File: config.mk
export PLATFORM = sky130hd
export DESIGN_NAME = calculadora_sequenciador
export DESIGN_NICKNAME = d
export VERILOG_FILES = /design/src/rtl/calculadora_sequenciador.sv
export SDC_FILE = /design/constraint.sdc
export NUM_CORES = 1
export LEC_CHECK = 0
export ABC_AREA = 1
export BUFFER_PORTS_ARGS = -buffer_cell sky130_fd_sc_hd__buf_4
export CAP_MARGIN = 20
export CORE_MARGIN = 3
export CORE_UTILIZATION = 48
export DETAILED_ROUTE_END_ITERATION = 8
export HOLD_SLACK_MARGIN = 0.1
export MAX_ROUTING_LAYER = met4
export PLACE_DENSITY = 0.79
export SLEW_MARGIN = 10
export SYNTH_ARGS = -nofsm -noshare
export SYNTH_HDL_FRONTEND = slang
export SYNTH_SLANG_ARGS = --single-unit
File: constraint.sdc
create_clock -name clk -period 2.1 [get_ports clk]
set_clock_uncertainty 0.1 [all_clocks]
set_input_delay 0.105 -clock clk [delete_from_list [all_inputs] [get_ports clk]]
set_output_delay 0.105 -clock clk [all_outputs]
set_load 0.1 [all_outputs]
File: src/rtl/calculadora_sequenciador.sv
// Accumulator controller around the combinational calculadora datapath.
// Takes commands over valid/ready, runs each for one cycle against the accumulator, returns flagged results.
module calculadora_sequenciador #(
    parameter int unsigned CONT_W = 8
) (
    input  logic              clk,
    input  logic              rst,
    input  logic              cmd_valid,
    output logic              cmd_ready,
    input  logic [2:0]        cmd_codigo,
    input  logic [7:0]        cmd_operando,
    output logic              res_valid,
    input  logic              res_ready,
    output logic [7:0]        res_valor,
    output logic              res_vai_um,
    output logic              res_erro,
    output logic [7:0]        acumulador,
    output logic [CONT_W-1:0] contador,
    output logic [7:0]        calc_a,
    output logic [7:0]        calc_b,
    output logic [2:0]        calc_codigo,
    input  logic [7:0]        calc_saida
);

    localparam int unsigned DATA_W = 8;
    localparam int unsigned COD_W  = 3;

    localparam logic [COD_W-1:0] COD_ZERA   = 3'b000;
    localparam logic [COD_W-1:0] COD_MOSTRA = 3'b001;
    localparam logic [COD_W-1:0] COD_CARREGA = 3'b010;
    localparam logic [COD_W-1:0] COD_SOMA   = 3'b011;
    localparam logic [COD_W-1:0] COD_SUBTRAI = 3'b100;

    typedef enum logic [1:0] {
        OCIOSO   = 2'd0,
        EXECUTA  = 2'd1,
        RESPONDE = 2'd2
    } estado_t;

    estado_t             estado_q, estado_d;
    logic [COD_W-1:0]    codigo_q, codigo_d;
    logic [DATA_W-1:0]   operando_q, operando_d;
    logic [DATA_W-1:0]   acc_q, acc_d;
    logic [CONT_W-1:0]   contador_q, contador_d;
    logic [DATA_W-1:0]   res_valor_q, res_valor_d;
    logic                res_vai_um_q, res_vai_um_d;
    logic                res_erro_q, res_erro_d;
    logic [DATA_W:0]     soma_c;
    logic                codigo_valido_c;

    // State and datapath registers
    always_ff @(posedge clk) begin
        if (rst) begin
            estado_q     <= OCIOSO;
            codigo_q     <= COD_MOSTRA;
            operando_q   <= '0;
            acc_q        <= '0;
            contador_q   <= '0;
            res_valor_q  <= '0;
            res_vai_um_q <= 1'b0;
            res_erro_q   <= 1'b0;
        end else begin
            estado_q     <= estado_d;
            codigo_q     <= codigo_d;
            operando_q   <= operando_d;
            acc_q        <= acc_d;
            contador_q   <= contador_d;
            res_valor_q  <= res_valor_d;
            res_vai_um_q <= res_vai_um_d;
            res_erro_q   <= res_erro_d;
        end
    end

    assign codigo_valido_c = (codigo_q <= COD_SUBTRAI);
    assign soma_c          = {1'b0, acc_q} + {1'b0, operando_q};

    // Next-state and result computation
    always_comb begin
        estado_d     = estado_q;
        codigo_d     = codigo_q;
        operando_d   = operando_q;
        acc_d        = acc_q;
        contador_d   = contador_q;
        res_valor_d  = res_valor_q;
        res_vai_um_d = res_vai_um_q;
        res_erro_d   = res_erro_q;

        unique case (estado_q)
            OCIOSO: begin
                if (cmd_valid) begin
                    codigo_d   = cmd_codigo;
                    operando_d = cmd_operando;
                    estado_d   = EXECUTA;
                end
            end
            EXECUTA: begin
                res_valor_d  = acc_q;
                res_erro_d   = !codigo_valido_c;
                res_vai_um_d = 1'b0;
                if (codigo_q == COD_ZERA || codigo_q == COD_CARREGA ||
                    codigo_q == COD_SOMA || codigo_q == COD_SUBTRAI) begin
                    acc_d       = calc_saida;
                    res_valor_d = calc_saida;
                end
                if (codigo_q == COD_SOMA) begin
                    res_vai_um_d = soma_c[DATA_W];
                end else if (codigo_q == COD_SUBTRAI) begin
                    res_vai_um_d = (acc_q < operando_q);
                end
                contador_d = contador_q + CONT_W'(1);
                estado_d   = RESPONDE;
            end
            RESPONDE: begin
                if (res_ready) begin
                    estado_d = OCIOSO;
                end
            end
            default: estado_d = OCIOSO;
        endcase
    end

    // Outputs come from registers or a pure state decode
    assign cmd_ready   = (estado_q == OCIOSO);
    assign res_valid   = (estado_q == RESPONDE);
    assign res_valor   = res_valor_q;
    assign res_vai_um  = res_vai_um_q;
    assign res_erro    = res_erro_q;
    assign acumulador  = acc_q;
    assign contador    = contador_q;
    assign calc_a      = acc_q;
    assign calc_b      = (estado_q == EXECUTA) ? operando_q : '0;
    assign calc_codigo = (estado_q == EXECUTA && codigo_valido_c) ? codigo_q : COD_MOSTRA;

endmodule

==> results.yml <==
timing:
  layout_min_cycle_time_ns: 1.70
  rsz0062_at_grt: "no"
  finalCritPeriodShare_pct: 80.8
  timing.fmax_mhz: 590
  drv_slew: 0
  tns_ns: 0
  worst_pin_slew_ns: 0.640
  relSlewSlack_pct: 57.3
  hold_viol: 0
  setup-violations-final: 0
placed_design:
  io_buffers: 69
  post-place-cells: 325
  place.gp.congestion: 0.824
  dp_hpwl_um: 2830
detailed_routing:
  drtIter0Drc: 100
  drt-vias-per-instance: 4.68
  wl_um: 4140
  wl_per_cell_um: 11.7
  route.detailed.drc: 0
  dr.pass1.iters: 4
  ant_nets: 0
  dr_total_vias: 1658
  met2_length_um: 2030
  wl_met1_um: 1810
  met3RoutedLength_um: 225
  dr.max_layer_used: "met4"
synth:
  synthMostInstantiatedCell: "nor2_1"
  ys_seq_area_share_pct: 36.5
  synth-seq-cells: 31
  synthCells: 233
  syn-num-nets: 271
  async_flop_share_pct: 0
  syn_area_um2: 1700
  synth_commonest_cells: "nor2_1 (42), dfxtp_1 (31), inv_1 (31)"
  synth_top_area_share_pct: 36.5
  avgSynthCellArea_um2: 7.29
  synth-edff-count: 0
  synth.area.top_cells: "dfxtp_1 (37%), ha_1 (11%), nor2_1 (9.3%)"
  ys.warnings.count: 0
  yosys.area.top_type: "dfxtp_1"
  synth_ff_type: "dfxtp_1"
  ys_types: 25
status:
  outcome: "completed"
setup_path:
  cp_max_fo: 18
  reg2reg_slack_ns: 0.48
  start_kind: "flop"
  slowest_delay_ns: 0.33
  slowest_stage: "dfxtp_1"
  worstReg2RegStart: "operando_q[7]"
  crit_chain: "inv_1, nand2_4, a21oi_1, nand2_1, buf_4"
  cp_num_buf_inv: 2
  path_class: "flop to output port"
  critPathTopFamily: "buffers and inverters"
  end_kind: "output port"
  cp.required_ns: 1.89
  worstSetupStartpoint: "estado_q[1]"
  cp.arrival_ns: 1.49
cts:
  clk_path_buf_depth: 2
  tritoncts.num_buffers: 5
  clock-sinks: 31
  clk_latency_ns: 0.34
  root_buffer: "clkbuf_4"
  cts_tree: "yes"
  clk_pin_slew_ns: 0.10
  htree_levels: 2
die:
  io_pins: 70
  fp.dieH_um: 65.5
  core_um2: 3200
  start_util_pct: 53.0
  design.die.area_um2: 4290
  die_w_um: 65.5
  rows: 20
min_path:
  worstHoldPathType: "primary input to flop"
  worstHoldStart: "cmd_valid"
grt:
  grt_pass1_vias: 1533
  grt_util_all_layers_pct: 20.9
  gr-total-overflow: 0
  antenna_found_initial: 0
  grt_max_degree: 27
  grt_pass1_wl_um: 6650
finish:
  area_growth_pct: 43.3
  nFillCells: 238
  multi_input_area_um2: 817
  layout.area.seq_um2: 623
  drive_gt1_share_pct: 28.4
  layout.cells.non_filler: 354
  nNetsFinal: 347
  antenna_cells: 0
power_and_ir_drop:
  p_leak_uw: 0.00122
  p_total_uw: 1700
  p_per_area_nw_per_um2: 698
  worst_ir_drop_vdd_mv: 0.444
run:
  drv_cap: 0
[layer usage]
| layer | up-vias | global-route usage, % |
|---|---|---|
| li1 | 880 | - |
| met1 | 721 | 22.5 |
| met2 | 50 | 35.9 |
| met3 | 7 | 5.81 |
| met4 | 0 | 9.33 |
| met5 | - | - |
[flip-flops by register name, indices dropped and copies added (netlist names)]
name        count
res_erro        1
res_vai_um      1
res_valor       8
operando_q      8
contador        8
estado_q        2
codigo_q        3
[through the flow]
stage / worst slack, ns / area [um^2] / hold slack, ns / util [%]
after floorplan: -0.0792 / 1700 / 0.0741 / -
after global placement: 0.532 / 2140 / 0.214 / 66.8
after detailed placement: 0.505 / 2140 / 0.220 / 66.8
after CTS: 0.388 / 2430 / 0.325 / 76.0
after global routing: 0.248 / 2430 / 0.347 / 76.0
final: 0.404 / 2430 / 0.321 / 76.0
[worst min-delay path, delay by kind of cell]
kind,cells,cell delay [ns]
AND/OR/NAND/NOR,2,0.56
buffers and inverters,1,0.07
[power by group]
part,internal (uW),total [uW],switching [uW],leakage [uW]
sequential,623,653,30.5,0.000255
combinational,148,547,399,0.000915
clock,281,499,217,0.0000482
total,1050,1700,647,0.00122
[final timing paths]
check / to / cells past startpoint
max: calc_codigo[0] / 5
min: estado_q[0] / 3
max reg2reg: res_vai_um / 8
min reg2reg: contador[7] / 2
[cells by family after synthesis]
| logic type | Yosys count | synth area share [%] |
|---|---|---|
| buf+inv | 54 | 15.5 |
| compound gates | 52 | 16.6 |
| fa+ha+maj | 15 | 11.0 |
| simple gates | 81 | 20.3 |
| flops | 31 | 36.5 |
[placed cells by master, fill, tap and decap left out, types with 2 or more instances in the layout]
cell type      instances
clkinv_2               2
dfxtp_2                2
nor3_2                 2
buf_4                 69
nand2_1               26
dfxtp_1               29
nor3_1                 4
inv_1                 31
nand3_1                2
clkbuf_4               5
dlygate4sd3_1         21
a21oi_1               23
o21ai_0               24
ha_1                  15
nor2_1                41
[layout make-up]
type | instances | share of cell area (%)
clock inverter | 2 | 1.44
clock buffer | 6 | 2.11
inverter | 33 | 5.14
sequential | 31 | 25.6
timing repair buffer | 90 | 29.9
tap | 44 | 2.26
multi-input combinational | 148 | 33.6
[timing repair]
item	4_1_cts	5_1_grt
hold buffers	21	0
buffers inserted	0	0
endpoints found under the hold margin	24	0
gates resized for setup	0	0
Note: power is estimated with default switching activity, not from simulation.
